[src/rtl/bird_pkg.sv]
// Shared types and constants for the bird-column motion controller.
// The game-level state encoding lives here so other blocks can decode it.
package bird_pkg;

    typedef enum logic [1:0] {
        IDLE,
        RUN,
        OVER
    } game_state_t;

    // 0.5 s between gravity ticks with a 50 MHz clock
    localparam int BIRD_FALL_PERIOD = 25_000_000;

endpackage

[src/rtl/bird_ctrl_if.sv]
// Game-side signals of the bird controller: player/board inputs and the
// movement strobes plus game status that drive the bird column.
interface bird_ctrl_if;

    logic key_raw;
    logic top_lit;
    logic bottom_lit;
    logic collide;
    logic flap;
    logic fall;
    logic running;
    logic game_over;

    modport master (
        output key_raw,
        output top_lit,
        output bottom_lit,
        output collide,
        input  flap,
        input  fall,
        input  running,
        input  game_over
    );

    modport slave (
        input  key_raw,
        input  top_lit,
        input  bottom_lit,
        input  collide,
        output flap,
        output fall,
        output running,
        output game_over
    );

endinterface

[src/rtl/key_edge.sv]
// Synchronises an asynchronous push button and emits a one-cycle pulse per press.
// All flops reset to 1 so a key held through reset never counts as a press.
module key_edge (
    input  logic clk,
    input  logic reset,
    input  logic key_raw,
    output logic press
);

    logic key_meta;
    logic key_s;
    logic key_d;

    always_ff @(posedge clk) begin
        if (reset) begin
            key_meta <= 1'b1;
            key_s    <= 1'b1;
            key_d    <= 1'b1;
        end else begin
            key_meta <= key_raw;
            key_s    <= key_meta;
            key_d    <= key_s;
        end
    end

    assign press = key_s & ~key_d;

endmodule

[src/rtl/bird_ctrl.sv]
// Bird motion controller: gravity timer plus IDLE/RUN/OVER game state machine
// producing mutually exclusive one-cycle flap and fall strobes.
module bird_ctrl
    import bird_pkg::*;
#(
    parameter int FALL_PERIOD = BIRD_FALL_PERIOD
) (
    input  logic        clk,
    input  logic        reset,
    bird_ctrl_if.slave  bus
);

    localparam int CW = $clog2(FALL_PERIOD);
    localparam logic [CW-1:0] LAST = CW'(FALL_PERIOD - 1);

    game_state_t   state;
    logic [CW-1:0] count;
    logic          flap_q;
    logic          fall_q;
    logic          press;
    logic          tick;

    key_edge u_key_edge (
        .clk     (clk),
        .reset   (reset),
        .key_raw (bus.key_raw),
        .press   (press)
    );

    assign tick = (count == LAST);

    // One if/else chain per cycle means flap and fall can never both be set:
    // collision beats press, and a press beats a simultaneous gravity tick.
    always_ff @(posedge clk) begin
        if (reset) begin
            state  <= IDLE;
            count  <= '0;
            flap_q <= 1'b0;
            fall_q <= 1'b0;
        end else begin
            flap_q <= 1'b0;
            fall_q <= 1'b0;
            case (state)
                IDLE: begin
                    count <= '0;
                    if (press) begin
                        state <= RUN;
                    end
                end
                RUN: begin
                    if (bus.collide) begin
                        state <= OVER;
                    end else if (press) begin
                        count  <= '0;
                        flap_q <= ~bus.top_lit;
                    end else if (tick) begin
                        count <= '0;
                        if (bus.bottom_lit) begin
                            state <= OVER;
                        end else begin
                            fall_q <= 1'b1;
                        end
                    end else begin
                        count <= count + CW'(1);
                    end
                end
                OVER: begin
                    state <= OVER;
                end
                default: begin
                    state <= IDLE;
                end
            endcase
        end
    end

    assign bus.flap      = flap_q;
    assign bus.fall      = fall_q;
    assign bus.running   = (state == RUN);
    assign bus.game_over = (state == OVER);

endmodule
[src/flat_wrapper.sv]
// flat-port wrapper written by rule: the top's interface ports become plain ports
module bird_ctrl_flat import bird_pkg::*;
#(
    parameter int FALL_PERIOD = BIRD_FALL_PERIOD
)
  (clk, reset, bus_key_raw, bus_top_lit, bus_bottom_lit, bus_collide, bus_flap, bus_fall, bus_running, bus_game_over);
  bird_ctrl_if bus_i ();
  input  logic clk;
  input  logic reset;
  input wire logic [$bits(bus_i.key_raw)-1:0] bus_key_raw;
  input wire logic [$bits(bus_i.top_lit)-1:0] bus_top_lit;
  input wire logic [$bits(bus_i.bottom_lit)-1:0] bus_bottom_lit;
  input wire logic [$bits(bus_i.collide)-1:0] bus_collide;
  output wire logic [$bits(bus_i.flap)-1:0] bus_flap;
  output wire logic [$bits(bus_i.fall)-1:0] bus_fall;
  output wire logic [$bits(bus_i.running)-1:0] bus_running;
  output wire logic [$bits(bus_i.game_over)-1:0] bus_game_over;
  assign bus_i.key_raw = bus_key_raw;
  assign bus_i.top_lit = bus_top_lit;
  assign bus_i.bottom_lit = bus_bottom_lit;
  assign bus_i.collide = bus_collide;
  assign bus_flap = bus_i.flap;
  assign bus_fall = bus_i.fall;
  assign bus_running = bus_i.running;
  assign bus_game_over = bus_i.game_over;
  bird_ctrl #(.FALL_PERIOD(FALL_PERIOD)) u_core (.clk(clk), .reset(reset), .bus(bus_i));
endmodule
[config.mk]
export PLATFORM = sky130hd
export DESIGN_NAME = bird_ctrl_flat
export DESIGN_NICKNAME = d
export VERILOG_FILES = /design/src/rtl/bird_pkg.sv /design/src/rtl/bird_ctrl_if.sv /design/src/rtl/key_edge.sv /design/src/rtl/bird_ctrl.sv /design/src/flat_wrapper.sv
export SDC_FILE = /design/constraint.sdc
export NUM_CORES = 1
export LEC_CHECK = 0
export ABC_CLOCK_PERIOD_IN_PS = 2700
export BUFFER_PORTS_ARGS = -buffer_cell sky130_fd_sc_hd__buf_4
export CELL_PAD_IN_SITES_DETAIL_PLACEMENT = 1
export CELL_PAD_IN_SITES_GLOBAL_PLACEMENT = 1
export CORE_ASPECT_RATIO = 1.4
export CORE_MARGIN = 3
export CORE_UTILIZATION = 45
export CTS_CLUSTER_DIAMETER = 150
export DETAILED_ROUTE_END_ITERATION = 6
export GPL_TIMING_DRIVEN = 0
export PLACE_DENSITY = 0.79
export SYNTH_ARGS = -nofsm -noshare
export SYNTH_HDL_FRONTEND = slang
export SYNTH_SLANG_ARGS = --single-unit
[constraint.sdc]
create_clock -name clk -period 2.7 [get_ports clk]
set_clock_uncertainty 0.1 [all_clocks]
set_input_delay 0 -clock clk [delete_from_list [all_inputs] [get_ports clk]]
set_output_delay 0 -clock clk [all_outputs]
set_load 0.05 [all_outputs]
==> Word-level counts from Yosys, hierarchy flattened <==
Index checks and enable logic that the tools add are counted.
{ "word_totals": {"register_bits": 32, "in_bits": 6, "output_inout_bits": 4, "wordCells": 39} }
{ "classes": {"addsub": 1, "n_eq_ne": 8, "n_mux": 11, "bitwise": 6, "n_reduce_logical": 6} }
{ "ops": {"columns": ["operator", "count"], "rows": [
  ["two-way mux 25 bit", 3],
  ["case mux 25 bit (2 select lines)", 1],
  ["adder 25 x 1 -> 25 bit (second input constant)", 1],
  ["== test 25 bit (second input constant)", 1],
  ["two-way mux 2 bit", 5],
  ["!= test 3 bit (second input constant)", 2],
  ["case mux 2 bit (3 select lines)", 1],
  ["inverter 1 bit", 5],
  ["OR reduction 5 bit", 1],
  ["AND reduction 4 bit", 1],
  ["OR reduction 4 bit", 1],
  ["!= test 3 x 2 -> 1 bit (second input constant)", 1],
  ["== test 2 x 1 -> 1 bit (second input constant)", 1],
  ["== test 2 bit (second input constant)", 1],
  ["zero test 2 bit", 1],
  ["!= test 2 x 1 -> 1 bit (second input constant)", 1],
  ["!= test 2 bit (second input constant)", 1],
  ["AND reduction 2 bit", 1],
  ["nonzero test 2 bit", 1],
  ["AND 1 bit", 1],
  ["two-way mux 1 bit", 1]
]} }

==> Depth between registers and ports, before layout <==
Gate-level depths: netlist of the first run.
{ "depth": {"ltp_word": 5, "mapped_depth": 8, "ltp_nobuf": 7} }

==> Hierarchy <==
Synthesis of the first run repeated with hierarchy kept, for this count alone.
{ "unflattened": {"cells_unflattened": 207, "area_unflattened_um2": 1745.4} }
{ "modules_own_cells": {"columns": ["module", "n_inst", "cells_per_inst", "area_each_um2", "seq_area_each_um2"], "rows": [
  ["bird_ctrl", 1, 200, 1660.3, 580.6],
  ["key_edge", 1, 7, 85.1, 60.1]
]} }

==> Worst setup path before layout of the first run <==
OpenSTA, ideal clock, no wires.
{ "synth_path": {"path_kind": "register -> register", "start": "reg u_core.state[1]", "end": "reg u_core.count[4]", "setup_time_ns": 0.074, "t_arrival_ns": 2.136, "t_required_ns": 2.526, "slack_ns": 0.390, "stages_incl_launch_ff": 9, "n_path_buf": 1, "synth_period_minus_slack_ns": 2.310, "cell_sequence": "dfxtp_1 inv_1 ha_1 nand2b_1 or3_1 a21oi_2 buf_2 a41oi_1 a31oi_1"} }
{ "synth_via": {"elab_chain_len": 3, "elab_cells_between_ends": 6, "cone_classes": "eq/ne: 2; mux: 1; reduce/logical: 3"} }
{ "synth_lines": {"columns": ["element", "line_no", "text"], "rows": [
  ["start: declaration", "bird_ctrl.sv:16", "game_state_t state;"],
  ["start signal: assignment", "bird_ctrl.sv:36", "state <= IDLE;"],
  ["start signal: assignment", "bird_ctrl.sv:47", "state <= RUN;"],
  ["start signal: assignment", "bird_ctrl.sv:52", "state <= OVER;"],
  ["== test 2 x 1 -> 1 bit (*)", null, null],
  ["named net bus_running", "flat_wrapper.sv:16", "output wire logic [$bits(bus_i.running)-1:0] bus_running;"],
  ["!= test 2 bit (no source line) or nonzero test 2 bit (tied branches)", null, null],
  ["AND reduction 2 bit (no source line)", null, null],
  ["end signal: assignment", "bird_ctrl.sv:64", "count <= count + CW'(1);"],
  ["end: declaration", "bird_ctrl.sv:17", "logic [CW-1:0] count;"]
]} }
The timed path passes the listed nets; every way through them passes the cells marked *.
A chain may end at the register's enable or synchronous reset.

==> Worst setup path in the final report of the first run <==
{ "layout_path": {"start": "reg u_core.state[1]", "end": "reg u_core.count[18]"} }
{ "layout_via": {"elab_chain_len": 3, "elab_cells_between_ends": 6, "cone_classes": "eq/ne: 2; mux: 1; reduce/logical: 3"} }
{ "layout_lines": {"columns": ["element", "line_no", "text"], "rows": [
  ["== test 2 x 1 -> 1 bit or zero test 2 bit (tied branches)", "bird_ctrl.sv:43", "case (state)"],
  ["!= test 2 bit (no source line) or nonzero test 2 bit (tied branches)", null, null],
  ["AND reduction 2 bit (no source line)", null, null]
]} }
Parallel ways exist; a longest one is shown, timed or not.

==> metrics.md, run 1 <==
| Metric | Value |
|---|---|
| Status | completed |
| Accumulated negative setup slack | 0 ns |
| Fill cells | 416 |
| DIE AREA | approximately 4500 um^2 |
| Row Count | 25 |
| Final setup fails | 0 |
| Gate power share | 0.044 |
| Post-synth EDFFs | 0 |
| Gp weighted congestion | approximately 0.78 |
| Synth unique cells | 46 |
| NumNets Final | 225 |
| CTS tree | done |
| Worst hold path class | primary input to register |
| Area growth syn-to-layout | 14.9% |
| First-pass GRT wire length | about 7.5 mm |
| GRT Util Overall | 0.215 |
| Area of the multi-input gates | around 950 um^2 |
| Final Total Pwr | between 0.8 and 0.9 mW |
| Clock Latency Late Sink | 0.28 ns |
| TritonCTS Buffers | 5 |
| Initial antenna violation count | 0 |
| DRC Markers | 0 |
| ANT cells | 0 |
| Max_cap viols | 0 |
| Core area | 3470 um^2 |
| Slew Viols, Final | 0 |
| Drt pass-1 iters | 4 |
| Commonest cells in the netlist | 32 x dfxtp_1, 18 x a21oi_1, 12 x nand2_1, 11 x a31oi_1, 11 x nand3_1 |
| WL final | ~4.3 mm |
| Final Critical Period | 2.30 ns |
| Vias in the first global route | about 1600 |
| Setup crit end kind | register |
| Worst-path fanout max | 10 |
| Worst IR drop on VDD | between 300 and 400 uV |
| Clock root cell | clkbuf_8 |
| Clock sink total | 32 |
| DR WL/cell | about 17 um |
| Prevailing post-synth register cell | dfxtp_1 |
| Yosys warns | 0 |
| Die Ht | 78.0 um |
| LEAKAGE | roughly 0.67 nW |
| Post-Syn Nets | between 200 and 250 |
| Hold Fails Final Rpt | 0 |
| Largest net degree at the start of global routing | 11 |
| Post-Place Cell Area | ~1800 um^2 |
| Top post-synthesis cells by area | dfxtp_1 38%, a21oi_1 5.4%, a31oi_1 4.1%, nand3_1 3.3%, ha_1 3.0% |
| Post-synth top area cell | dfxtp_1 |
| Fraction of registers with async set/reset | 0 |
| Fraction of layout instances using a drive strength above 1 | 0.157 |
| Final HPWL DP | about 3.2 mm |
| Post-synthesis cell count | a little under 200 |
| Via-per-instance ratio | about 6 |
| Fmax | around 430 MHz |
| Pwr/cell area | 466 nW/um^2 |
| Starting density of the core | 0.479 |
| Worst reg-to-reg setup slack | ~0.40 ns |
| Clock Power Share | 0.422 |
| CP Class | register to register |
| Iteration-0 DRC Markers | 41 |
| Design Area, Final | 1910 um^2 |
| P_sw | ~0.19 mW |
| Final global-route overflow total | 0 |
| H-Tree Depth | 2 |
| Port Buffers | 9 |
| RSZ-0062 raised after global routing | false |
| Switching Share | 0.215 |
| Post-CTS Setup Bufs | 0 |
| Top-count cell post-synth | dfxtp_1 |
| CP Data Arrival Time | about 2.4 ns |
| CP Data Required Time | about 2.8 ns |
| CTS clk-pin slew, worst paths | 0.06 ns |
| Die width | around 57 um |
| Slew headroom | 0.604 |
| Routed Antenna Nets | 0 |
| Register area | 641 um^2 |
| Routed via count | approximately 1600 |
| Least-Margin Pin Slew | roughly 0.59 ns |
| Register area share after synthesis | 0.385 |
| Startpoint types | register |
| Ports | 10 |
| Share of the synthesized area in the top cell type | 0.385 |
| Final Cycle Share | 0.852 |
| CTS Buffer Depth | 2 |
| Mean Syn Cell Area | between 8 and 9 um^2 |
| Seq pwr share | 0.534 |
| Internal power | between 0.6 and 0.7 mW |
| Synthesized cell area | 1660 um^2 |
| FF+latch count, synth | 32 |
critical path, cell delays in order, from the launching register on:
cell and delay [ns]:
dfxtp_1 0.33, inv_1 0.09, ha_1 0.23, nand2b_1 0.16
or3_1 0.44, a21oi_2 0.28, buf_2 0.29, a41oi_1 0.14
a31oi_1 0.17
flip-flops by register name, summed over array words and instances (netlist names):
name                        flops
u_core.u_key_edge.key_s         1
u_core.state                    2
u_core.u_key_edge.key_meta      1
u_core.u_key_edge.key_d         1
u_core.bus.flap                 1
u_core.count                   25
u_core.bus.fall                 1
final timing paths:
path / start / end / cells past startpoint
worst max register to register: u_core.state[1] / u_core.count[18] / 8
worst min-delay path: bus_collide / u_core.bus.flap / 3
worst max-delay path: u_core.state[1] / u_core.count[18] / 8
worst min register to register: u_core.u_key_edge.key_meta / u_core.u_key_edge.key_s / 1
layout by cell type (no fill, tap or decap), types with 3 or more instances in the layout:
| master | synthesis | layout |
|---|---|---|
| and3_1 | 3 | 3 |
| or2_2 | 3 | 3 |
| nand2b_1 | 6 | 6 |
| dfxtp_1 | 32 | 32 |
| nor2_1 | 8 | 8 |
| o21ai_0 | 9 | 9 |
| ha_1 | 4 | 4 |
| a21oi_1 | 18 | 18 |
| mux2i_1 | 3 | 3 |
| clkbuf_8 | 0 | 6 |
| nand3_1 | 11 | 11 |
| buf_4 | 0 | 9 |
| clkbuf_1 | 3 | 5 |
| nor4_2 | 3 | 3 |
| nand2_1 | 12 | 12 |
| buf_2 | 4 | 4 |
| nand4_1 | 5 | 5 |
| inv_1 | 9 | 9 |
| a41oi_1 | 3 | 3 |
| nor3_1 | 9 | 9 |
| a31oi_1 | 11 | 11 |
| o21bai_1 | 4 | 4 |
| nor4_1 | 4 | 4 |
| dlygate4sd3_1 | 0 | 4 |
kinds of logic after synthesis:
| family | synth area share |
|---|---|
| and+or+nand+nor | 0.293 |
| DFF | 0.385 |
| AOI/OAI and AO/OA | 0.223 |
| muxes | 0.0180 |
| xor gates and xnor gates | 0.00526 |
| adders and majority gates | 0.0301 |
| buffers and inverters | 0.0459 |
area by class of cell:
type,instances,share of cell area
buffer,8,0.0223
clock buffer,8,0.0471
inverter,9,0.0177
multi-input combinational,146,0.495
sequential,32,0.335
tap,40,0.0262
timing repair buffer,13,0.0563
power groups by stage:
stage	registers, mW	clock network, mW	logic, mW
after floorplan	0.486	0	0.0214
after global placement	0.487	0	0.0338
after detailed placement	0.487	0	0.0353
after CTS	0.476	0.389	0.0389
after global routing	0.476	0.412	0.0433
final	0.476	0.376	0.0389
per-layer routing:
layer | part of all wire | GRT usage | vias to the layer above
met1 | 0.41 | 0.232 | 754
li1 | - | - | 776
met5 | 0 | 0 | -
met4 | 0.019 | 0.0882 | 0
met2 | 0.54 | 0.396 | 24
met3 | 0.024 | 0.0416 | 6
stage by stage:
stage | worst slack, ns | utilization | hold WS (ns) | std cells
3_3_place_gp | 0.529 | 0.513 | 0.0644 | 244
5_1_grt | 0.222 | 0.551 | 0.0265 | 256
4_1_cts | 0.408 | 0.551 | 0.00354 | 256
6_report | 0.401 | 0.551 | 0.0196 | 256
3_5_place_dp | 0.437 | 0.513 | 0.0744 | 244
2_1_floorplan | 0.390 | - | -0.0230 | 195
repair_timing:
item,CTS,global route
resized for setup,0,0
setup endpoints to repair,0,0
hold buffers,4,0
hold endpoints to repair,3,0
Note: power is estimated with default switching activity, not from simulation.
==> run 2: changes to the inputs <==
Settings changed: ABC_AREA from default to 1, CORE_UTILIZATION 45 to 43.
==> run 2 against run 1 <==
- count of clock-buffer cells in the layout is 2 lower
- worst setup slack better by 0.31 ns
- synthesized cell count is 53% higher
- critical path type unchanged
- critical endpoint is now u_core.count[16]
- worst hold slack better by 0.028 ns
- non-clock buffer count is 1 lower
- register-to-register slack better by 0.31 ns
- clock power is 22% higher
- largest power group unchanged
==> metrics.md, run 2 <==
| Metric | Value |
|---|---|
| Top post-synthesis cells by area | dfxtp_1 33%, nand2_1 16%, a21oi_1 6.7%, nand3_1 6.4%, nor2_1 6.1% |
| Commonest cells in the netlist | 85 x nand2_1, 32 x dfxtp_1, 32 x nor2_1, 31 x inv_1, 26 x a21oi_1 |
| Worst hold path class | primary input to register |
| Most frequent cells in the layout | 85 x nand2_1, 32 x nor2_1, 32 x dfxtp_1 |
| DR WL/cell | between 10 and 15 um |
| Clock sink total | 32 |
| Critical R2R Launch | u_core.state[1] |
| Final Critical Period | 1.99 ns |
| Clock Latency Late Sink | 0.29 ns |
| Status | completed |
| Hold Fails Final Rpt | 0 |
| Area of the multi-input gates | ~1100 um^2 |
| GRT Util Overall | 0.227 |
| Yosys warns | 0 |
| Final Cycle Share | 0.738 |
| Clock root cell | clkbuf_8 |
| Max_cap viols | 0 |
| Die Ht | approximately 86 um |
| LEAKAGE | 0.827 nW |
| Worst-path fanout max | 10 |
| CTS Buffer Depth | 2 |
| CTS clk-pin slew, worst paths | ~0.070 ns |
| H-Tree Depth | 2 |
| Largest net degree at the start of global routing | 11 |
| Synth unique cells | 33 |
| Top-count cell post-synth | nand2_1 |
| Prevailing post-synth register cell | dfxtp_1 |
| Post-synth EDFFs | 0 |
| Accumulated negative setup slack | 0 ns |
| Slew headroom | 0.653 |
| Most common cell after layout, fill and taps aside | nand2_1 |
| Fill cells | approximately 600 |
| Routed Antenna Nets | 0 |
| Final WS setup | a little over 0.7 ns |
| Iteration-0 DRC Markers | just under 80 |
| Fmax | ~500 MHz |
| Share of the synthesized area in the top cell type | 0.328 |
| Cts repair resizes | 0 |
| RSZ-0062 raised after global routing | false |
| Final global-route overflow total | 0 |
| WL final | about 5.4 mm |
| Via-per-instance ratio | approximately 5.2 |
| DRC Markers | 0 |
| Reg-to-Reg End | u_core.count[16] |
| Final setup fails | 0 |
| CP Class | register to register |
| Max reg flops | 25 |
| Ports | 10 |
| Initial antenna violation count | 0 |
| First-pass GRT wire length | roughly 9.5 mm |
| Post-layout util | 0.519 |
| Post-synth top area cell | dfxtp_1 |
| Register area | around 640 um^2 |
| Core area | approximately 4300 um^2 |
| Fraction of layout instances using a drive strength above 1 | 0.132 |
| CP Data Arrival Time | 2.11 ns |
| Worst Hold Depth | 5 |
| Port Buffers | 8 |
| Largest regs | u_core.count x25, u_core.state x2 |
| Post-Syn Nets | just over 300 |
| FF+latch count, synth | 32 |
| Synthesized cell area | around 2000 um^2 |
| Final Total Pwr | ~1.4 mW |
| Pwr/cell area | 618 nW/um^2 |
| ANT cells | 0 |
| Routed via count | between 1500 and 2000 |
| Starting density of the core | 0.453 |
| Area growth syn-to-layout | 14.5% |
| Drt pass-1 iters | 4 |
| CP Data Required Time | 2.82 ns |
| Mean Syn Cell Area | approximately 6.5 um^2 |
| Register area share after synthesis | 0.328 |
| Startpoint types | register |
| Setup crit end kind | register |
| Pre-CTS WS | a little under 0.7 ns |
| TritonCTS Buffers | 5 |
| Fraction of registers with async set/reset | 0 |
| Slew Viols, Final | 0 |
| CTS tree | done |
| DIE AREA | 5400 um^2 |
| Post-CTS Setup Bufs | 0 |
| Hold Path End | u_core.state[0] |
| Die width | about 63 um |
| Gp weighted congestion | around 0.86 |
| Worst reg-to-reg setup slack | slightly above 0.7 ns |
| Post-synthesis cell count | approximately 300 |
| Vias in the first global route | 2074 |
| Worst Min Path Start | bus_collide |
| Least-Margin Pin Slew | between 0.5 and 0.6 ns |
| Largest Register | u_core.count |
| Row Count | 28 |
| Reg2Reg Depth | 10 |
| NumNets Final | around 330 |
| Final HPWL DP | approximately 4.2 mm |
| Worst IR drop on VDD | a little under 500 uV |
==> run 2: changes by cell type in the layout (fill, tap and decap cells not counted), moves of 8 or more <==
cell / before / now
inv_1: 9 / 31
nand3_1: 11 / 25
nor2_1: 8 / 32
nand2_1: 12 / 85
a21oi_1: 18 / 26
a31oi_1: 11 / 1
==> run 2: routing by layer <==
layer / wire [um] / track usage
met5: 0 / 0
met2: 2890 / 0.409
met3: 125 / 0.0459
met1: 2210 / 0.248
met4: 184 / 0.116
==> run 2: cell type report <==
class | count | area share
flip-flops and latches | 32 | 0.287
clock buffers | 6 | 0.0325
plain buffers | 8 | 0.0213
well taps | 60 | 0.0336
multi-input cells | 227 | 0.512
inverters | 32 | 0.0537
clock inverters | 2 | 0.0157
repair buffers | 12 | 0.0448
==> run 2: where the power goes <==
part / total, mW / internal, mW / switching [mW]
combinational: 0.411 / 0.126 / 0.285
sequential: 0.511 / 0.491 / 0.0206
clock: 0.459 / 0.274 / 0.186
total: 1.38 / 0.890 / 0.491
==> run 2: metrics by stage <==
stage	hold WS, ns	area [um^2]	instances
floorplan	-0.0241	1950	299
global placement	0.0622	2090	367
detailed placement	0.0688	2090	367
CTS	0.0479	2240	379
global route	0.0890	2240	379
finish	0.0479	2240	379
==> run 2: cells by family (layout without fill, tap and decap cells) <==
family | count (synthesis) | after routing | synth area share
compound gates | 41 | 41 | 0.124
fa+ha+maj | 4 | 4 | 0.0256
xor+xnor | 6 | 6 | 0.0269
flops | 32 | 32 | 0.328
buf+inv | 40 | 60 | 0.0858
simple gates | 176 | 176 | 0.410
==> run 2: worst max path at each step <==
stage,from,endpoint,cells after the start
final,u_core.state[1],u_core.count[16],10
after global placement,u_core.state[1],u_core.count[9],10
after floorplan,u_core.state[1],u_core.count[24],11
after detailed placement,u_core.state[1],u_core.count[13],10
after CTS,u_core.state[1],u_core.count[16],10
after global routing,u_core.state[1],u_core.count[12],10
==> run 2: timing repair <==
| action | in CTS | in global routing |
|---|---|---|
| hold buffers | 4 | 0 |
| setup endpoints to repair | 0 | 0 |
| endpoints found under the hold margin | 3 | 0 |
==> run 2: critical path, stage by stage, from the launching register on <==
cell,delay [ns]
dfxtp_1,0.37
inv_1,0.08
ha_1,0.19
inv_1,0.10
nor2_2,0.05
inv_1,0.11
nand2_4,0.09
inv_1,0.16
clkbuf_1,0.40
nand2_1,0.10
a21oi_1,0.16
